--- src/rtl/vga_timing_if.sv ---
// Raster timing bundle from vga_timing_gen to the colour stage and region decoders.
`timescale 1ns/1ps
interface vga_timing_if #(
    parameter int unsigned ADDR_W = 10
);
    logic              hsync;
    logic              vsync;
    logic              ready_sig;
    logic [ADDR_W-1:0] column_addr;
    logic [ADDR_W-1:0] row_addr;
    logic              frame_start;

    modport master (
        output hsync, vsync, ready_sig, column_addr, row_addr, frame_start
    );

    modport slave (
        input hsync, vsync, ready_sig, column_addr, row_addr, frame_start
    );
endinterface

--- src/rtl/vga_timing_gen.sv ---
// Free-running VGA raster timing: h/v counters with registered sync, visible-window and address decode.
// Optional macro PIXEL_DIV_EN: one pixel tick every 2 clk via an internal pix_en toggle.
`timescale 1ns/1ps
module vga_timing_gen #(
    parameter int unsigned H_SYNC   = 96,
    parameter int unsigned H_BACK   = 48,
    parameter int unsigned H_ACTIVE = 640,
    parameter int unsigned H_FRONT  = 16,
    parameter int unsigned V_SYNC   = 2,
    parameter int unsigned V_BACK   = 33,
    parameter int unsigned V_ACTIVE = 480,
    parameter int unsigned V_FRONT  = 10,
    parameter int unsigned SYNC_POL = 0,
    parameter int unsigned ADDR_W   = 10
) (
    input  logic         clk,
    input  logic         rst_n,
    vga_timing_if.master vga
);

    localparam int unsigned H_TOTAL = H_SYNC + H_BACK + H_ACTIVE + H_FRONT;
    localparam int unsigned V_TOTAL = V_SYNC + V_BACK + V_ACTIVE + V_FRONT;
    localparam int unsigned H_START = H_SYNC + H_BACK;
    localparam int unsigned V_START = V_SYNC + V_BACK;
    localparam int unsigned H_END   = H_START + H_ACTIVE;
    localparam int unsigned V_END   = V_START + V_ACTIVE;

    localparam logic SYNC_ON  = 1'(SYNC_POL);
    localparam logic SYNC_OFF = ~SYNC_ON;

    logic [ADDR_W-1:0] h_cnt;
    logic [ADDR_W-1:0] v_cnt;
    logic [ADDR_W-1:0] h_nxt_c;
    logic [ADDR_W-1:0] v_nxt_c;
    logic              tick_c;

    logic              hsync_c;
    logic              vsync_c;
    logic              h_vis_c;
    logic              v_vis_c;
    logic              ready_c;
    logic [ADDR_W-1:0] col_c;
    logic [ADDR_W-1:0] row_c;
    logic              frame_start_c;

`ifdef PIXEL_DIV_EN
    // pix_en is 0 on the first edge after release, so the first update lands on the 2nd edge
    logic pix_en;

    always_ff @(posedge clk or negedge rst_n) begin
        if (!rst_n) begin
            pix_en <= 1'b0;
        end else begin
            pix_en <= ~pix_en;
        end
    end

    assign tick_c = pix_en;
`else
    assign tick_c = 1'b1;
`endif

    // Counter advance: h wraps at end of line and carries into v, v wraps at end of frame
    always_comb begin
        h_nxt_c = h_cnt + ADDR_W'(1);
        v_nxt_c = v_cnt;
        if (h_cnt == ADDR_W'(H_TOTAL - 1)) begin
            h_nxt_c = '0;
            if (v_cnt == ADDR_W'(V_TOTAL - 1)) begin
                v_nxt_c = '0;
            end else begin
                v_nxt_c = v_cnt + ADDR_W'(1);
            end
        end
    end

    // Decode of the current counter values; registered below so outputs lag counters by one tick
    always_comb begin
        hsync_c       = (h_cnt < ADDR_W'(H_SYNC)) ? SYNC_ON : SYNC_OFF;
        vsync_c       = (v_cnt < ADDR_W'(V_SYNC)) ? SYNC_ON : SYNC_OFF;
        h_vis_c       = (h_cnt >= ADDR_W'(H_START)) && (h_cnt < ADDR_W'(H_END));
        v_vis_c       = (v_cnt >= ADDR_W'(V_START)) && (v_cnt < ADDR_W'(V_END));
        ready_c       = h_vis_c && v_vis_c;
        col_c         = '0;
        row_c         = '0;
        if (ready_c) begin
            col_c = h_cnt - ADDR_W'(H_START);
            row_c = v_cnt - ADDR_W'(V_START);
        end
        frame_start_c = (h_cnt == '0) && (v_cnt == '0);
    end

    always_ff @(posedge clk or negedge rst_n) begin
        if (!rst_n) begin
            h_cnt           <= '0;
            v_cnt           <= '0;
            vga.hsync       <= SYNC_OFF;
            vga.vsync       <= SYNC_OFF;
            vga.ready_sig   <= 1'b0;
            vga.column_addr <= '0;
            vga.row_addr    <= '0;
            vga.frame_start <= 1'b0;
        end else if (tick_c) begin
            h_cnt           <= h_nxt_c;
            v_cnt           <= v_nxt_c;
            vga.hsync       <= hsync_c;
            vga.vsync       <= vsync_c;
            vga.ready_sig   <= ready_c;
            vga.column_addr <= col_c;
            vga.row_addr    <= row_c;
            vga.frame_start <= frame_start_c;
        end
    end

endmodule
--- src/flat_wrapper.sv ---
// flat-port wrapper written by rule: the top's interface ports become plain ports
module vga_timing_gen_flat 
#(
    parameter int unsigned H_SYNC   = 96,
    parameter int unsigned H_BACK   = 48,
    parameter int unsigned H_ACTIVE = 640,
    parameter int unsigned H_FRONT  = 16,
    parameter int unsigned V_SYNC   = 2,
    parameter int unsigned V_BACK   = 33,
    parameter int unsigned V_ACTIVE = 480,
    parameter int unsigned V_FRONT  = 10,
    parameter int unsigned SYNC_POL = 0,
    parameter int unsigned ADDR_W   = 10
)
  (clk, rst_n, vga_hsync, vga_vsync, vga_ready_sig, vga_column_addr, vga_row_addr, vga_frame_start);
  vga_timing_if #(.ADDR_W(ADDR_W)) vga_i ();
  input  logic clk;
  input  logic rst_n;
  output wire logic [$bits(vga_i.hsync)-1:0] vga_hsync;
  output wire logic [$bits(vga_i.vsync)-1:0] vga_vsync;
  output wire logic [$bits(vga_i.ready_sig)-1:0] vga_ready_sig;
  output wire logic [$bits(vga_i.column_addr)-1:0] vga_column_addr;
  output wire logic [$bits(vga_i.row_addr)-1:0] vga_row_addr;
  output wire logic [$bits(vga_i.frame_start)-1:0] vga_frame_start;
  assign vga_hsync = vga_i.hsync;
  assign vga_vsync = vga_i.vsync;
  assign vga_ready_sig = vga_i.ready_sig;
  assign vga_column_addr = vga_i.column_addr;
  assign vga_row_addr = vga_i.row_addr;
  assign vga_frame_start = vga_i.frame_start;
  vga_timing_gen #(.H_SYNC(H_SYNC), .H_BACK(H_BACK), .H_ACTIVE(H_ACTIVE), .H_FRONT(H_FRONT), .V_SYNC(V_SYNC), .V_BACK(V_BACK), .V_ACTIVE(V_ACTIVE), .V_FRONT(V_FRONT), .SYNC_POL(SYNC_POL), .ADDR_W(ADDR_W)) u_core (.clk(clk), .rst_n(rst_n), .vga(vga_i));
endmodule
--- config.mk ---
export PLATFORM = sky130hd
export DESIGN_NAME = vga_timing_gen_flat
export DESIGN_NICKNAME = d
export VERILOG_FILES = /design/src/rtl/vga_timing_if.sv /design/src/rtl/vga_timing_gen.sv /design/src/flat_wrapper.sv
export SDC_FILE = /design/constraint.sdc
export NUM_CORES = 1
export LEC_CHECK = 0
export CORE_MARGIN = 4
export CORE_UTILIZATION = 40
export CTS_CLUSTER_DIAMETER = 60
export DETAILED_ROUTE_END_ITERATION = 10
export SYNTH_ARGS = -nofsm -noshare
export SYNTH_HDL_FRONTEND = slang
export SYNTH_SLANG_ARGS = --single-unit
--- constraint.sdc ---
create_clock -name clk -period 2.8 [get_ports clk]
set_clock_uncertainty 0.15 [all_clocks]
set_input_delay 0.7 -clock clk [delete_from_list [all_inputs] [get_ports clk]]
set_output_delay 0.7 -clock clk [all_outputs]
set_load 0.01 [all_outputs]
==> out/qor.yml, run 1 <==
outcome:
  status: "complete, no violations"
timing:
  slew_headroom_pct: 48.50
  tightest_slew_ps: 772.6
  fin_crit_sh_pct: 84.10
  fin_tns_setup_ps: 0
  final_max_slew_viol_count: 0
  rsz0062_at_grt: "no"
  period_minus_slack_ps: 2355
  fmax_mhz: 424.7
  setup_violations: 0
  hold_viol_final: 0
synth:
  synth_seq_area_share_pct: 49.66
  synth_area_leader_cell: "dfrtp_1"
  yosys-top-cells-count: "dfrtp_1 (42), nor3_1 (23), xnor2_1 (16)"
  synthesis.nets: 222
  ys_async_sr_fraction_pct: 100.0
  yosysMostFrequentCell: "dfrtp_1"
  syn_area_mm2: 0.002222
  ys_warn_count: 0
  synth_edf_count: 0
  synth-seq-cells: 44
  synth_cells: 212
  synth_top_area_share_pct: 47.30
  synth_cell_types: 46
  ys_top_cells_by_area: "dfrtp_1 (47%), xnor2_1 (6.3%), nor3_1 (5.2%), ha_1 (4.5%), nand3_1 (2.5%)"
  synth_top_flop_cell: "dfrtp_1"
  syn-mean-instance-area_um2: 10.48
floorplanning:
  core-area_mm2: 0.005238
  initial_core_util_pct: 42.43
  ios: 26
  die_h_um: 82.54
  placementRows: 26
  die_w_um: 82.54
  fp.dieArea_mm2: 0.006812
clock_tree:
  cts_tree: "done"
  cts_sinks: 44
  path_clk_slew_ps: 80
  ctsRootBufferMaster: "clkbuf_8"
  cts.repair.resized: 0
  clock_latency_ps: 290
  htree_levels: 2
  cts_post_setup_buffers_inserted: 0
  hold_buffers: 0
  cts.path.max_buffers: 2
  numCtsBuffers: 5
layout:
  fin_nets: 242
  diodes: 0
  drive_gt1_share_pct: 9.442
  multiInputGateArea_um2: 967.2
  nFillCells: 493
  synthToLayoutAreaGrowth_pct: 15.03
  seqCellArea_mm2: 0.001104
  fin_area_mm2: 0.002556
route:
  vias: 1511
  ant_nets: 0
  drt_iter0_drc: 129
  drt-vias-per-instance: 4.987
  drt_pass1_iterations: 4
  drc: 0
  wirelength_um: 4178
  wl_per_cell_um: 13.79
pwr:
  peakVddDrop_uv: 152.8
  p_leak_uw: 0.001112
  power_density_mw_per_mm2: 411.0
grt:
  globalRouteTotalUtil_pct: 13.86
  gr-total-overflow: 0
  antenna_found_initial: 0
  grt_pass1_wl_um: 7251
  grt_pass1_vias: 1470
  grt_max_degree: 28
setup_path:
  arrival_ps: 2340
  cp-end-kind: "flip-flop"
  critPathMaxFanout: 21
  crit_start: "u_core.v_cnt[0]"
  start_kind: "flip-flop"
  cp_slowest_cell: "a311o_1"
  critPathMaxStageDelay_ps: 660
  cp_data_required_time_ps: 2790
  reg2reg_from: "u_core.v_cnt[0]"
  cp_cell_sequence: "ha_1 > inv_1 > a41oi_1 > a311o_1 > nor3_1"
  path_class: "reg -> reg"
  rr_worst_depth: 5
job:
  drv_cap: 0
placement:
  place.port_buffers: 25
  dpl_cell_area_mm2: 0.002464
  gp_congestion: 0.8428
  dp_hpwl_um: 2982
hold_path:
  hold_class: "in -> async"
[cell type report]
cell class	count	share of cell area [%]
Multi-Input combinational cell	142	37.84
Timing Repair Buffer	27	10.18
Inverter	12	1.762
Clock inverter	2	0.3916
Tap cell	70	3.426
Sequential cell	44	43.17
Clock buffer	6	3.231
[worst max-delay path: cells and delay by family, from the launching register on]
family,cells,cell delay (ps)
buffers and inverters,1,150
AO/OA/AOI/OAI,2,890
adder cells (fa/ha/maj),1,410
AND/OR/NAND/NOR,1,120
flip-flops,1,470
[state kept, by name, indices dropped and copies added, names as in the netlist]
name	flops
u_core.v_cnt	10
u_core.vga.row_addr	10
u_core.vga.frame_start	1
u_core.vga.column_addr	10
u_core.vga.ready_sig	1
u_core.h_cnt	10
u_core.vga.hsync	1
u_core.vga.vsync	1
[path summary, 6_finish.rpt]
kind	endpoint	slack, ps
worst min register to register	u_core.h_cnt[0]	360
min in group clk	u_core.h_cnt[0]	360
worst max-delay path	u_core.vga.row_addr[0]	450
max in group asynchronous	u_core.vga.vsync	1590
worst min-delay path	u_core.h_cnt[8]	170
worst max register to register	u_core.vga.row_addr[0]	450
[per-layer routing]
layer | routed length, um | GRT usage, %
met5 | 0 | 0
met4 | 60 | 4.902
met3 | 164 | 2.820
met2 | 1793 | 20.67
met1 | 2159 | 19.86
[cells by family after synthesis]
family	after synthesis	share of synthesized area [%]
simple gates	88	22.97
xor+xnor	20	7.883
fa+ha+maj	8	4.505
compound gates	25	7.714
flops	44	49.66
buf+inv	26	6.813
mux	1	0.4505
[through the flow]
step	utilization, %	setup WS (ps)	hold WS, ps	std cells	power, uW
after floorplan	-	797.3	254.4	212	647.7
after global placement	47.04	451.5	344.5	295	662.1
after global routing	48.81	160.1	193.2	303	1097
after detailed placement	47.04	476.6	352.2	295	662.2
final	48.81	445.3	173.9	303	1051
after CTS	48.81	414.0	181.1	303	1064
[report_power, final]
| part | switching, uW | internal (uW) |
|---|---|---|
| logic | 11.9 | 1.40 |
| clock network | 205 | 197 |
| registers | 0 | 635 |
| total | 217 | 833 |
[cell usage in the layout (no fill, tap or decap), types with 2 or more instances in the layout]
cell type / count
a21o_1: 2
inv_1: 12
o21ai_0: 7
and3_1: 4
nand2_1: 12
dfrtp_1: 42
clkdlybuf4s50_1: 24
o31ai_1: 3
buf_4: 2
ha_1: 8
xor2_1: 4
nand4_1: 4
nor3_1: 23
dfstp_2: 2
a21oi_1: 5
nor3b_1: 3
clkbuf_8: 6
xnor2_1: 16
clkinv_2: 2
and2_1: 2
nor4_1: 2
nor2_1: 13
nand3_1: 11
Note: power is estimated with default switching activity, not from simulation.
==> run 2, diff against run 1 <==
==> constraint.sdc (replaced) <==
create_clock -name clk -period 2.4 [get_ports clk]
set_clock_uncertainty 0.15 [all_clocks]
set_input_delay 0.6 -clock clk [delete_from_list [all_inputs] [get_ports clk]]
set_output_delay 0.6 -clock clk [all_outputs]
set_load 0.01 [all_outputs]
==> run 2 against run 1 <==
Net effect: non-clock buffer count grew 3; final cell count up 0.66%; combinational power grew 35%; clock-buffer cell count is 1 higher; global-route usage rose by 0.51 points; sequential share of layout area fell by 0.65 points; die area is the same; critical path depth up 2; sequential power is 17% higher; core utilization up 0.74 points; final area up 1.5%; fmax is 11% higher; largest power group unchanged.
==> out/qor.yml, run 2 (synthesis gave the netlist of run 1 again) <==
pwr:
  p_int_uw: 1001  # was 833.2 uW
  p_leak_uw: 0.001130  # was 0.001112 uW
  switching_power_uw: 240.6  # was 217.4 uW
  p_sw_share_pct: 19.38  # was 20.69%
  power_density_mw_per_mm2: 478.4  # was 411.0 mW/mm^2
  peakVddDrop_uv: 218.1  # was 152.8 uV
  clockPowerShare_pct: 38.9  # was 38.3%
  pwr-share-comb_pct: 1.5  # was 1.3%
  seqPwrFrac_pct: 59.7  # was 60.4%
  power_uw: 1242  # was 1051 uW
layout:
  diodes: 0  # unchanged
  layout_common_cells: "dfrtp_1 (42), clkdlybuf4s50_1 (24), nor3_1 (23), xnor2_1 (16), nor2_1 (13)"  # unchanged
  multiInputGateArea_um2: 967.2  # unchanged
  synthToLayoutAreaGrowth_pct: 16.78  # was 15.03%
  drive_gt1_share_pct: 10.21  # was 9.442%
  final_util_pct: 49.55  # was 48.81%
  fin_nets: 245  # was 242
  final_common_cell: "dfrtp_1"  # unchanged
  nFillCells: 489  # was 493
  seqCellArea_mm2: 0.001104  # unchanged
setup_path:
  cp-end-kind: "flip-flop"  # unchanged
  path_class: "reg -> reg"  # unchanged
  arrival_ps: 2170  # was 2340 ps
  cp_data_required_time_ps: 2450  # was 2790 ps
  start_kind: "flip-flop"  # unchanged
  critPathMaxFanout: 20  # was 21
clock_tree:
  cts_sinks: 44  # unchanged
  clock_latency_ps: 290  # about the same
  cts.repair.resized: 0  # unchanged
  htree_levels: 2  # unchanged
  ctsRootBufferMaster: "clkbuf_8"  # unchanged
  hold_buffers: 0  # unchanged
  cts_tree: "done"  # unchanged
  path_clk_slew_ps: 80  # about the same
  numCtsBuffers: 5  # unchanged
  cts_post_setup_buffers_inserted: 0  # unchanged
  cts.path.max_buffers: 2  # unchanged
route:
  drt_pass1_iterations: 4  # unchanged
  drc: 0  # unchanged
  drt-vias-per-instance: 5.095  # was 4.987
  wl_per_cell_um: 13.54  # was 13.79 um
  drt_iter0_drc: 106  # was 129
  vias: 1554  # was 1,511
  wirelength_um: 4130  # was 4178 um
  ant_nets: 0  # unchanged
hold_path:
  hold_class: "in -> async"  # unchanged
floorplanning:
  placementRows: 26  # unchanged
  core-area_mm2: 0.005238  # unchanged
  die_w_um: 82.54  # unchanged
  initial_core_util_pct: 42.43  # unchanged
  die_h_um: 82.54  # unchanged
  ios: 26  # unchanged
  fp.dieArea_mm2: 0.006812  # unchanged
grt:
  grt_max_degree: 25  # was 28
  globalRouteTotalUtil_pct: 14.37  # was 13.86%
  gr-total-overflow: 0  # unchanged
  grt_pass1_wl_um: 7576  # was 7251 um
  grt_pass1_vias: 1542  # was 1,470
  antenna_found_initial: 0  # unchanged
timing:
  final_max_slew_viol_count: 0  # unchanged
  tightest_slew_ps: 497.3  # was 772.6 ps
  slew_headroom_pct: 66.85  # was 48.50%
  fin_crit_sh_pct: 88.43  # was 84.10%
  period_minus_slack_ps: 2122  # was 2355 ps
  fmax_mhz: 471.2  # was 424.7 MHz
  setup_violations: 0  # unchanged
  fin_tns_setup_ps: 0  # unchanged
  hold_viol_final: 0  # unchanged
  hold_slack_ps: 112.7  # was 173.9 ps
  setup_slack_ps: 277.6  # was 445.3 ps
  rsz0062_at_grt: "no"  # unchanged
placement:
  gp_congestion: 0.8503  # was 0.8428
  place_worst_setup_slack_ps: 302.8  # was 476.6 ps
  place.port_buffers: 25  # unchanged
  dp_hpwl_um: 3038  # was 2982 um
job:
  drv_cap: 0  # unchanged
outcome:
  status: "complete, no violations"  # unchanged
[run 2: worst max-delay path, cell delays in order, from the launching register on]
cell and delay [ps]:
dfrtp_1 530, inv_1 110, ha_1 250, inv_1 60, o21ai_0 120, a311o_1 400
buf_4 210, nor3_1 210
[run 2: final cells by class]
type                            count  share of cell area, %
Clock buffer                        7                  3.713
Inverter                           12                  1.736
Multi-Input combinational cell    142                  37.27
Sequential cell                    44                  42.53
Tap cell                           70                  3.375
Timing Repair Buffer               30                  11.38
[run 2: worst paths after layout]
check	start	end	slack [ps]	cells after the start
setup reg to reg	u_core.h_cnt[4]	u_core.vga.column_addr[6]	280	7
min in group clk	u_core.h_cnt[0]	u_core.h_cnt[0]	390	1
setup / recovery	u_core.h_cnt[4]	u_core.vga.column_addr[6]	280	7
hold / removal	rst_n	u_core.h_cnt[6]	110	1
max in group asynchronous	rst_n	u_core.vga.hsync	1420	2
hold reg to reg	u_core.h_cnt[0]	u_core.h_cnt[0]	390	1
[run 2: per-layer routing]
metal  share of wire (%)  GRT usage (%)  routed length [um]
met1                  50          20.78                2072
met2                  44          21.55                1802
met3                 4.9          2.603                 203
met4                 1.2          4.902                  51
met5                   0              0                   0
[run 2: through the flow]
step | instance area, um^2 | instances
floorplan | 2222 | 212
global placement | 2499 | 298
detailed placement | 2499 | 298
CTS | 2595 | 305
global route | 2595 | 305
finish | 2595 | 305
[run 2: power by group through the flow]
| stage | clock, uW | combinational [uW] | sequential (uW) |
|---|---|---|---|
| 6_report | 483 | 18.0 | 741 |
| 5_1_grt | 541 | 21.9 | 741 |
| 4_1_cts | 504 | 19.8 | 741 |
| 3_5_place_dp | 0 | 19.8 | 755 |
| 3_3_place_gp | 0 | 19.4 | 755 |
| 2_1_floorplan | 0 | 0.000446 | 756 |
